$ cat src/rtl/wb_arbiter.sv
// Register-file writeback merge: the pipeline write passes through combinationally, and MDU results are queued and written in the idle slots.
// MDU results are written no earlier than the cycle after they are pushed; mdu_ready depends only on FIFO occupancy, and stall_req asks the pipeline to leave the port idle.
module wb_arbiter #(
    parameter int ADDRW        = 5,
    parameter int DATAW        = 32,
    parameter int DEPTH        = 2,
    parameter int STARVE_LIMIT = 4
) (
    input  logic             clk,
    input  logic             rst,
    input  logic             pipe_valid,
    input  logic [ADDRW-1:0] pipe_rd,
    input  logic [DATAW-1:0] pipe_data,
    input  logic             mdu_valid,
    output logic             mdu_ready,
    input  logic [ADDRW-1:0] mdu_rd,
    input  logic [DATAW-1:0] mdu_data,
    input  logic             iss_valid,
    input  logic [ADDRW-1:0] iss_rd,
    input  logic [ADDRW-1:0] q_addr_a,
    input  logic [ADDRW-1:0] q_addr_b,
    output logic             busy_a,
    output logic             busy_b,
    output logic             stall_req,
    output logic             wr_en,
    output logic [ADDRW-1:0] addr_d,
    output logic [DATAW-1:0] data_d
);

    localparam int PTRW = (DEPTH > 1) ? $clog2(DEPTH) : 1;
    localparam int CNTW = $clog2(DEPTH + 1);
    localparam int STW  = $clog2(STARVE_LIMIT + 1);
    localparam int NREG = 1 << ADDRW;

    logic [ADDRW-1:0] fifo_rd  [DEPTH];
    logic [DATAW-1:0] fifo_dat [DEPTH];
    logic [PTRW-1:0]  wr_ptr;
    logic [PTRW-1:0]  rd_ptr;
    logic [CNTW-1:0]  count;
    logic [STW-1:0]   starve_cnt;
    logic [NREG-1:0]  busy;
    logic [NREG-1:0]  busy_nxt;

    logic             pipe_eff;
    logic             fifo_nonempty;
    logic             push;
    logic             pop;
    logic [ADDRW-1:0] head_rd;
    logic [DATAW-1:0] head_dat;

    assign pipe_eff      = pipe_valid && (pipe_rd != '0);
    assign fifo_nonempty = (count != '0);
    assign mdu_ready     = (count != CNTW'(DEPTH));
    assign push          = mdu_valid && mdu_ready;
    // Buffered results must never reach the regfile during a reset cycle.
    assign pop           = !rst && !pipe_eff && fifo_nonempty;
    assign head_rd       = fifo_rd[rd_ptr];
    assign head_dat      = fifo_dat[rd_ptr];

    always_ff @(posedge clk) begin
        if (push) begin
            fifo_rd[wr_ptr]  <= mdu_rd;
            fifo_dat[wr_ptr] <= mdu_data;
        end
    end

    // DEPTH is a power of two, so the pointers wrap by natural overflow.
    always_ff @(posedge clk) begin
        if (rst) begin
            wr_ptr <= '0;
            rd_ptr <= '0;
            count  <= '0;
        end else begin
            if (push) wr_ptr <= wr_ptr + PTRW'(1);
            if (pop)  rd_ptr <= rd_ptr + PTRW'(1);
            case ({push, pop})
                2'b10:   count <= count + CNTW'(1);
                2'b01:   count <= count - CNTW'(1);
                default: count <= count;
            endcase
        end
    end

    // Apply the clear first so that a same-cycle issue to the same rd keeps the bit set.
    always_comb begin
        busy_nxt = busy;
        if (pop && (head_rd != '0)) busy_nxt[head_rd] = 1'b0;
        if (iss_valid && (iss_rd != '0)) busy_nxt[iss_rd] = 1'b1;
        busy_nxt[0] = 1'b0;
    end

    always_ff @(posedge clk) begin
        if (rst) busy <= '0;
        else     busy <= busy_nxt;
    end

    assign busy_a = (q_addr_a != '0) && busy[q_addr_a];
    assign busy_b = (q_addr_b != '0) && busy[q_addr_b];

    always_ff @(posedge clk) begin
        if (rst || !fifo_nonempty || pop)
            starve_cnt <= '0;
        else if (starve_cnt != STW'(STARVE_LIMIT))
            starve_cnt <= starve_cnt + STW'(1);
    end

    assign stall_req = (starve_cnt == STW'(STARVE_LIMIT));

    always_comb begin
        wr_en  = 1'b0;
        addr_d = '0;
        data_d = '0;
        if (pipe_eff) begin
            wr_en  = 1'b1;
            addr_d = pipe_rd;
            data_d = pipe_data;
        end else if (pop) begin
            wr_en  = (head_rd != '0);
            addr_d = head_rd;
            data_d = head_dat;
        end
    end

endmodule

$ cat config.mk
export PLATFORM = sky130hd
export DESIGN_NAME = wb_arbiter
export DESIGN_NICKNAME = d
export VERILOG_FILES = /design/src/rtl/wb_arbiter.sv
export SDC_FILE = /design/constraint.sdc
export NUM_CORES = 1
export LEC_CHECK = 0
export CORE_ASPECT_RATIO = 1.4
export CORE_MARGIN = 2
export CORE_UTILIZATION = 45
export DETAILED_ROUTE_END_ITERATION = 10
export HOLD_SLACK_MARGIN = 0.1
export PLACE_DENSITY_LB_ADDON = 0.15
export SLEW_MARGIN = 20
export SYNTH_ARGS = -nofsm -noshare
export SYNTH_HDL_FRONTEND = slang
export SYNTH_SLANG_ARGS = --single-unit
$ cat constraint.sdc
create_clock -name clk -period 3.3 [get_ports clk]
set_clock_uncertainty 0.2 [all_clocks]
set_input_delay 0.66 -clock clk [delete_from_list [all_inputs] [get_ports clk]]
set_output_delay 0.66 -clock clk [all_outputs]
set_load 0.05 [all_outputs]
Yosys cells after proc, flatten, opt, wreduce, memory -nomap -nowiden:

Memory sizes are Yosys's and may differ from the RTL's. A register that Yosys moved wholly into a read port is not among the register bits.
Index checks and enable logic that the tools add are counted.
Widths: inputs -> output; s select.

* add/subtract/negate cells: 5
* multipliers: 0
* divide/modulo/power cells: 0
* order comparisons: 6
* eq/ne operators: 5
* shift operators: 0
* mux-type cells: 23
* bitwise logic cells: 3
* reductions and logical operators: 22

Operator list (number)
* $mux 32: 4
* $and 32x32->32: 1
* $not 32->32: 1
* $or 32x32->32: 1
* $reduce_bool 5->1: 5
* $lt 5x6->1 const B: 4
* $mux 1: 12
* $bmux 1 s5: 2
* $demux 1 s5: 2
* $ge 5x1->1 const B: 2
* $logic_and 1x1->1: 10
* $mux 5: 2
* $pmux 2 s2: 1
* $reduce_bool 2->1: 2
* $add 3x1->3 const B: 1
* $eq 3x3->1 const B: 1
* $logic_not 1->1: 3
* $ne 3x3->1 const B: 1
* $add 1x1->1 const B: 2
* $add 2x1->2 const B: 1
* $eq 2x1->1 const B: 1
* $eq 2x2->1 const B: 1
* $logic_or 1x1->1: 2
* $ne 2x2->1 const B: 1
* $sub 2x1->2 const B: 1

* bits in registers: 39
* bits in latches: 0
* memory bits (writable): 74
* memory bits (read-only): 0
* bits of input ports: 94
* output and inout port bits: 42
* logic and storage cells: 72
* memories kept: 2

Memories
* fifo_dat: words 2, width 32, read ports 1, clocked after memory_dff 1, write ports 1, RTL line 36 `logic [DATAW-1:0] fifo_dat [DEPTH];`
* fifo_rd: words 2, width 5, read ports 1, clocked after memory_dff 1, write ports 1, RTL line 35 `logic [ADDRW-1:0] fifo_rd [DEPTH];`

Depth between registers and ports, before layout:

* word-level depth: 9
* depth in mapped cells: 8
* depth with buffers taken out: 8

Least setup slack after synthesis:

No wires, ideal clock.

* kind: input port to output port
* start point: input port pipe_rd[0]
* end point: output port addr_d[0]
* arrival time: 2.915 ns
* required time: 2.440 ns
* slack: -0.475 ns
* stages: 5
* path buffers: 2
* path through: or4_4 > o21a_1 > buf_6 > buf_2 > o31ai_1

* cells in the longest elaborated chain, start to end: 7

RTL lines
* start, declared: RTL line 12 `input logic [ADDRW-1:0] pipe_rd,`
* $reduce_bool 5->1: RTL line 51 `assign pipe_eff = pipe_valid && (pipe_rd != '0);`
* $logic_and 1x1->1: RTL line 51
* $logic_not 1->1: RTL line 56 `assign pop = !rst && !pipe_eff && fifo_nonempty;`
* $logic_and 1x1->1 (2 in a row): RTL line 56
* $mux 5: RTL line 117 `end else if (pop) begin`
* $mux 5 (*): RTL line 113 `if (pipe_eff) begin`
* end, declared: RTL line 26 `output logic [ADDRW-1:0] addr_d,`

Mark *: on every way between the ends. The rest lies on a longest branch, timed or not.

Final worst setup path:

* start point: input port pipe_rd[2]
* end point: output port data_d[17]

* cells in the longest elaborated chain, start to end: 7

RTL lines
* $reduce_bool 5->1 (*): RTL line 51
* $logic_and 1x1->1 (*): RTL line 51
* $logic_not 1->1: RTL line 56
* $logic_and 1x1->1 (2 in a row): RTL line 56
* $mux 32: RTL line 117
* $mux 32 (*): RTL line 113
* end, declared: RTL line 27 `output logic [DATAW-1:0] data_d`

Marked as above.

==> summary.txt <==
====================================================================================
Maximum frequency from static timing analysis                                305 MHz
Final Hold Viols                                                                   0
Cell family contributing the most delay on the critical path            buffers and inverters
Portion of the post-synthesis area used by sequential elements                 53.5%
Routed wire length                                                          15800 um
Number of remaining DRC errors                                                     0
Area fraction of the dominant cell type after synthesis                        39.6%
Reported max-cap violation count                                                   0
Via count of the first global-routing pass                                      4730
Count of input and output buffers                                                135
Cell Pwr Density                                                         553 nW/um^2
Drt pass-1 iters                                                                   5
Longest Clk Path Bufs                                                              2
Dpl cell area                                                              8140 um^2
Clock network fraction of total power                                          32.1%
CTS tree                                                                         yes
Setup_tns                                                                       0 ns
Dominant cells by area after synthesis                                  sky130_fd_sc_hd__edfxtp_1 (40%), sky130_fd_sc_hd__dfxtp_1 (14%), sky130_fd_sc_hd__mux2i_1 (7.0%)
Capturing element type of the critical path                             primary output
Setup-failing EPs final                                                            0
Overflow left after global routing                                                 0
Worst-Skew Late Latency                                                      0.40 ns
Clk sink count                                                                   113
RSZ-0062 raised after global routing                                              no
Share of flip-flops with an asynchronous set or reset after synthesis             0%
Synthesis Warnings                                                                 0
Logic gate share of total power                                                32.2%
Via density per instance                                                        5.79
Die Footprint                                                             13400 um^2
Crit Path Max Fanout                                                               7
Signal arrival time at the worst endpoint                                    2.42 ns
Min cycle time layout                                                        3.28 ns
Antenna Cells                                                                      0
Max IR drop VDD                                                             0.355 mV
Synthesized netlist cell count                                                   466
Buffers plus inverters on the worst setup path                                     4
Total GRT Usage                                                                24.2%
Cell taking the most area after synthesis                               sky130_fd_sc_hd__edfxtp_1
Number of cell rows                                                               48
Run status                                                              finished clean
Post-Place Worst Slack                                                     -0.298 ns
Area of combinational cells with multiple inputs                           2880 um^2
Sequential power share                                                         35.7%
Layout filler cell count                                                         847
Post-Layout Inst Area                                                      8820 um^2
Critical Path Slowest Stage Cell                                        sky130_fd_sc_hd__or4_4
Final cell utilization of the core                                             72.0%
P_leak                                                                       3.05 nW
Slew Viols, Final                                                                  0
Number of storage elements in the synthesis netlist                              113
Relative slew margins                                                          55.9%
Number of distinct library cells after synthesis                                  51
Core area                                                                 12300 um^2
Average routed wire per standard cell                                        19.8 um
H-tree depth                                                                       4
Total I/O pin count                                                              136
Crit-path max cell delay                                                     0.56 ns
Cell Int Power                                                               3.30 mW
Final Net Count                                                                  731
CP required                                                                  2.44 ns
Kind of start point of the critical path                                primary input
Crit path kind                                                                in2out
Signed area change from the synthesized netlist to the final layout            57.1%
Switch share                                                                   32.5%
R2r setup slk                                                                0.97 ns
Leading register cell type out of synthesis                             sky130_fd_sc_hd__edfxtp_1
Register clock-pin slew on the reported worst setup and hold paths           0.05 ns
Num CTS Buffers                                                                   17
Number of antenna-violating nets in the routed design                              0
Proportion of layout cells with a drive suffix above 1                         29.2%
Pin count of the biggest net entering global routing                              38
Root Buffer Master                                                      sky130_fd_sc_hd__clkbuf_16
Final hold slack                                                            0.258 ns
NetSw                                                                        1.59 mW
Die height                                                                    136 um
Final worst-path setup slack                                               0.0168 ns
DPL Wire Length                                                             11700 um
EDFF count, synth                                                                 74
Global-route wire length before repair                                      24900 um
Final weighted congestion in routability-driven placement                      0.903
Via total after detailed routing                                                4618
Kind of path behind the tightest hold check                                  reg2reg
Syn_nets                                                                         563
Starting density of the core                                                   45.8%
Die outline width                                                            98.4 um
Mapped Avg Cell Area                                                       12.1 um^2
Period Utilization, post-route                                                 99.5%
Area taken by flip-flops and latches                                       3000 um^2
Post-Syn Area                                                              5620 um^2
Worst-margin pin slew                                                       0.662 ns
Cell-by-cell trace of the critical path                                 clkdlybuf4s15_1 -> or4_4 -> o21a_4 -> buf_6 -> o31ai_4 -> buf_4 -> buf_12
Starting DRT DRC Count                                                           171
Number of antenna violations at the first check in global routing                  0
====================================================================================
==> cell usage after synthesis, types with 3 or more instances <==
master	n
sky130_fd_sc_hd__a21oi_1	14
sky130_fd_sc_hd__a311oi_1	6
sky130_fd_sc_hd__a41oi_1	21
sky130_fd_sc_hd__and2_1	3
sky130_fd_sc_hd__buf_2	17
sky130_fd_sc_hd__clkbuf_1	17
sky130_fd_sc_hd__dfxtp_1	39
sky130_fd_sc_hd__edfxtp_1	74
sky130_fd_sc_hd__ha_1	3
sky130_fd_sc_hd__inv_1	8
sky130_fd_sc_hd__mux2_2	5
sky130_fd_sc_hd__mux2i_1	39
sky130_fd_sc_hd__mux4_2	14
sky130_fd_sc_hd__nand2_1	51
sky130_fd_sc_hd__nand2b_1	7
sky130_fd_sc_hd__nand3_1	3
sky130_fd_sc_hd__nand3b_1	8
sky130_fd_sc_hd__nor2_1	9
sky130_fd_sc_hd__nor2b_1	5
sky130_fd_sc_hd__nor3_1	9
sky130_fd_sc_hd__o21ai_0	9
sky130_fd_sc_hd__o2bb2ai_1	23
sky130_fd_sc_hd__o31ai_1	34
sky130_fd_sc_hd__o41ai_1	4
sky130_fd_sc_hd__or3_1	4
sky130_fd_sc_hd__or3b_2	3
==> power groups by stage <==
stage / Combinational, mW / Sequential, mW / Clock [mW]
CTS: 1.58 / 1.74 / 1.60
global route: 1.66 / 1.76 / 1.66
floorplan: 0.894 / 1.73 / 0
global placement: 1.50 / 1.76 / 0
finish: 1.57 / 1.74 / 1.57
detailed placement: 1.53 / 1.77 / 0
==> layer usage <==
layer / track usage (%) / part of all wire, % / vias to the layer above / routed length (um)
met5: 0 / 0 / - / 0
met4: 7.53 / 1.1 / 0 / 178
met3: 6.63 / 6.1 / 12 / 966
met2: 45.1 / 56 / 150 / 8830
met1: 26.5 / 37 / 2245 / 5810
li1: - / - / 2211 / -
==> sequential cells by signal, summed over array words and instances (netlist names), named ones only <==
signal and count:
fifo_dat 64, fifo_rd 10, wr_ptr 1, busy 31
rd_ptr 1, starve_cnt 3, count 2
==> placed cells by master, fill, tap and decap left out, drive strengths merged, types with 3 or more instances in the layout <==
| cell type | Yosys | routed |
|---|---|---|
| buf | 20 | 91 |
| clkdlybuf4s50 | 0 | 85 |
| edfxtp | 74 | 74 |
| nand2 | 51 | 51 |
| mux2i | 39 | 39 |
| dfxtp | 39 | 39 |
| o31ai | 34 | 34 |
| o2bb2ai | 23 | 23 |
| a41oi | 21 | 21 |
| clkbuf | 17 | 21 |
| mux4 | 14 | 14 |
| a21oi | 14 | 14 |
| o21ai | 10 | 10 |
| nor3 | 9 | 9 |
| nor2 | 9 | 9 |
| clkinv | 0 | 9 |
| inv | 8 | 8 |
| nand3b | 8 | 8 |
| nand2b | 7 | 7 |
| a311oi | 6 | 6 |
| dlygate4sd2 | 0 | 6 |
| mux2 | 5 | 5 |
| nor2b | 5 | 5 |
| o41ai | 4 | 4 |
| or3 | 4 | 4 |
| clkinvlp | 0 | 4 |
| or3b | 4 | 4 |
| nand3 | 3 | 3 |
| and2 | 3 | 3 |
| ha | 3 | 3 |
==> logic make-up after synthesis <==
| logic type | count (synthesis) | share of synthesized area, % |
|---|---|---|
| compound gates | 129 | 17.7 |
| xor+xnor | 4 | 0.624 |
| fa+ha+maj | 3 | 0.668 |
| buf+inv | 45 | 3.59 |
| flops | 113 | 53.5 |
| mux | 58 | 13.6 |
| simple gates | 114 | 10.4 |
==> timing repair <==
action | in CTS | in global routing
pin swaps | 13 | 4
resized for setup | 29 | 8
hold buffers | 0 | 0
setup endpoints to repair | 39 | 9
setup buffers | 5 | 0
gates cloned | 1 | 0
==> path summary, 6_finish.rpt <==
check,start,endpoint,cells past startpoint
worst max-delay path,pipe_rd[2],data_d[17],7
worst min-delay path,rd_ptr,register,1
worst max register to register,count[1],count[1],8
worst min register to register,rd_ptr,register,1
==> layout make-up <==
class | count | area share [%]
inverter | 8 | 0.340
multi-input combinational | 308 | 32.7
timing repair buffer | 186 | 24.8
sequential | 113 | 34.1
tap | 150 | 2.13
clock buffer | 19 | 4.91
clock inverter | 13 | 1.05
==> through the flow <==
| step | total power [mW] | instances |
|---|---|---|
| detailed placement | 3.30 | 761 |
| global placement | 3.27 | 761 |
| floorplan | 2.63 | 466 |
| CTS | 4.92 | 797 |
| global route | 5.07 | 797 |
| finish | 4.88 | 797 |
Note: power is estimated with default switching activity, not from simulation.
==> RTL change 1 (same flow settings) <==
Reset style: asynchronous (`rst`), changed in 2 clocked blocks.
--- a/src/rtl/wb_arbiter.sv
+++ b/src/rtl/wb_arbiter.sv
@@ -65,7 +65,7 @@
     end
 
     // DEPTH is a power of two, so the pointers wrap by natural overflow.
-    always_ff @(posedge clk) begin
+    always_ff @(posedge clk or posedge rst) begin
         if (rst) begin
             wr_ptr <= '0;
             rd_ptr <= '0;
@@ -89,7 +89,7 @@
         busy_nxt[0] = 1'b0;
     end
 
-    always_ff @(posedge clk) begin
+    always_ff @(posedge clk or posedge rst) begin
         if (rst) busy <= '0;
         else     busy <= busy_nxt;
     end
Check against the original RTL: differs if rst is asserted again (counterexample within 4 cycles, from zero or initial values and one cycle with rst high); with rst held inactive, the same outputs for 4 cycles.
==> RTL change 1 against the unedited design <==
  * Setup slack better by 0.028 ns
  * Non-clock buffer count is 3 higher
  * Synthesized cell count is 1.7% higher
  * Routed wire length is 6.3% higher
  * Total power is 17% higher
  * Final area is 0.82% higher
  * Sequential cell count is 1 lower
  * Area after synthesis is 1.7% higher
  * Utilization is 0.11 points lower
  * Largest power group is now combinational logic
==> RTL change 1: results <==
global_routing:
  grt_pass1_wl_um: 26590
  grt_pass1_vias: 5123
  use_met2_pct: 45.20
  grt_antenna_before_repair: 1
  grtUsageTotal_pct: 25.32
  grt_util_met1_pct: 28.37
  met3_usage_pct: 5.530
min_path:
  hp-start: "busy[29]$_DFF_PP0_"
final_layout:
  final-nonclk-buf-share_pct: 25.04
  clock_buffers: 10
  antennaDiodeCount: 2
  drive_gt1_share_pct: 28.81
  n_all_inverters: 16
  num-multi-input-gates: 316
  final_cell_count_no_fill: 801
  nFillCells: 835
  num-nonclk-buffers: 189
  multi_input_area_share_pct: 33.26
placement:
  placed_cells: 786
  globalplace.congestion: 0.8804
  placed_area_mm2: 0.008245
outcome:
  status: "completed"
clock_tree:
  clk_pin_slew_ns: 0.07
  cts.sinks: 112
  htree_levels: 3
  post_cts_buffers: 2
  numCtsBuffers: 9
critical_path:
  cp_slowest_stage_delay_ns: 0.54
  r2r_slack_ns: 0.81
  critPathSlowestCell: "mux4_2"
  startpoint: "q_addr_a[0]"
  critPathMaxFanout: 5
  reg2reg_to: "busy[10]$_DFF_PP0_"
synthesis:
  ys_seq_area_share_pct: 55.30
  synth_cell_types: 57
  syn_nets: 571
  syn_inst: 474
sta:
  max_slew.worst_pin.slew_ns: 0.5729
  period_share_pct: 98.64
pwr:
  p_leak_nw: 3.300
  peakVddDrop_mv: 0.4277
routing:
  num_vias: 4746
  drtIter0Drc: 226
die:
  coreArea_mm2: 0.01237
-- RTL change 1: cell types whose count changed after synthesis, sizes merged, moves of 4 or more --
cell and delta:
mux2i +9, inv +8, a21o +13, a21oi -9
mux4 -10, a311oi -4, mux2 +5, dfxtp -36
dfrtp +35, a41oi -21, o21ai +4, buf -7
nand3 +11, o2bb2ai -11
-- RTL change 1: cells by family after synthesis --
family,Yosys count,synth area share (%)
AOI/OAI and AO/OA,120,16.06
xor gates and xnor gates,6,0.9202
and+or+nand+nor,124,11.20
buffers and inverters,47,3.900
adders and majority gates,3,0.6574
DFF,112,55.30
muxes,62,11.96
-- RTL change 1: worst max-delay path: cells and delay by family --
| family | cells | cell delay, ns |
|---|---|---|
| AO/OA/AOI/OAI | 3 | 0.57 |
| buffers and inverters | 3 | 0.62 |
| multiplexers | 1 | 0.54 |
-- RTL change 1: where the power goes --
part | switching [W] | internal, W
registers | 0.000198 | 0.00188
clock network | 0.000490 | 0.000591
logic | 0.00144 | 0.00110
total | 0.00213 | 0.00356
==> RTL change 2 (same flow settings) <==
Without the edit above. `DATAW`: 32 -> 48.
--- a/src/rtl/wb_arbiter.sv
+++ b/src/rtl/wb_arbiter.sv
@@ -2,7 +2,7 @@
 // MDU results are written no earlier than the cycle after they are pushed; mdu_ready depends only on FIFO occupancy, and stall_req asks the pipeline to leave the port idle.
 module wb_arbiter #(
     parameter int ADDRW        = 5,
-    parameter int DATAW        = 32,
+    parameter int DATAW        = 48,
     parameter int DEPTH        = 2,
     parameter int STARVE_LIMIT = 4
 ) (
Interface: changed (resized data_d, mdu_data and pipe_data); port bits go from 136 to 184. No check against the original RTL was run, so the function may have changed too.
==> RTL change 2 against the unedited design <==
  * The flow now finishes with violations (setup timing)
  * Critical path type unchanged
  * First-iteration DRC count up 130%
  * Area after synthesis up 24%
  * Largest power group unchanged
  * Die area up 23%
  * Setup slack worse by 0.030 ns
  * Routed wire length up 51%
  * Clock power up 21%
  * Total power up 30%
  * Sequential cell count up 32
  * Final area up 31%
==> RTL change 2: results <==
pwr:
  pwr.group.clock_w: 0.00190
  p_clk_share_pct: 30.1
  p_leak_nw: 4.073
  peakVddDrop_mv: 0.4077
  combPwrFrac_pct: 33.7
critical_path:
  cp_slowest_stage_delay_ns: 0.53
  worst_ep_arrival_time_ns: 2.45
  critPathMaxFanout: 8
  r2r_slack_ns: 0.93
  path_delay_family: "buffers and inverters"
  critPathSlowestCell: "or4_4"
  reg2reg_depth: 4
  crit_path_end: "data_d[38]"
  reg2reg_to: "busy[5]$_SDFF_PP0_"
final_layout:
  reg_top3: "fifo_dat (96), busy (31), fifo_rd (10)"
  drive_gt1_share_pct: 34.79
  nFillCells: 863
clock_tree:
  clk_pin_slew_ns: 0.07
  cts_resized: 143
  clkLatencyLatePin_ns: 0.43
  numCtsBuffers: 17
  post_cts_buffers: 10
global_routing:
  grt_pass1_wl_um: 34810
  grt_max_degree: 54
  grt_pass1_vias: 6399
  grt_util_met1_pct: 29.33
  use_met2_pct: 53.26
  grtUsageTotal_pct: 28.69
  met3_usage_pct: 6.842
synthesis:
  syn_nets: 682
  ys_seq_area_share_pct: 57.09
  synth_area_leaders: "edfxtp_1, dfxtp_1, mux2i_1"
  synth_cell_types: 49
  synth_area_per_cell_um2: 12.55
  synth-edff-count: 106
  ys_top_cells_by_count: "edfxtp_1, nand2_1, mux2i_1"
placement:
  pre_cts_slack_ns: -0.2691
  hpwlAfterDp_um: 14280
  placed_area_mm2: 0.01003
  placed_cells: 962
routing:
  wirelength_met1_um: 8003
  wl_met2_um: 13790
  num_vias: 5999
  highest_layer: "met4"
  dr_wl_met3_um: 1214
  totalWireLength_um: 23810
outcome:
  status: "finished, violations left"
  failed_checks: "setup timing"
sta:
  holdWs_ns: 0.2586
  slew_headroom_pct: 48.19
  setup_ws_ns: -0.01294
  setup_viol: 1
  tns_ns: -0.01294
[RTL change 2: logic make-up (layout without fill, tap and decap cells)]
kind of cell | after synthesis | after routing | synth area share, %
other | 0 | 3 | 0
xor gates and xnor gates | 4 | 4 | 0.5047
buffers and inverters | 52 | 301 | 3.262
DFF | 145 | 145 | 57.09
muxes | 74 | 74 | 13.28
and+or+nand+nor | 130 | 130 | 9.299
adders and majority gates | 3 | 3 | 0.5407
AOI/OAI and AO/OA | 145 | 145 | 16.02
[RTL change 2: layout make-up]
| cell class | count | area, um^2 | share of cell area, % |
|---|---|---|---|
| diodes | 3 | 7.507 | 0.06501 |
| clock buffers | 17 | 425.4 | 3.684 |
| clock inverters | 15 | 150.1 | 1.300 |
| inverters | 8 | 30.03 | 0.2600 |
| multi-input cells | 356 | 3495 | 30.26 |
| flip-flops and latches | 145 | 3968 | 34.36 |
| well taps | 192 | 240.2 | 2.080 |
| repair buffers | 261 | 3233 | 28.00 |
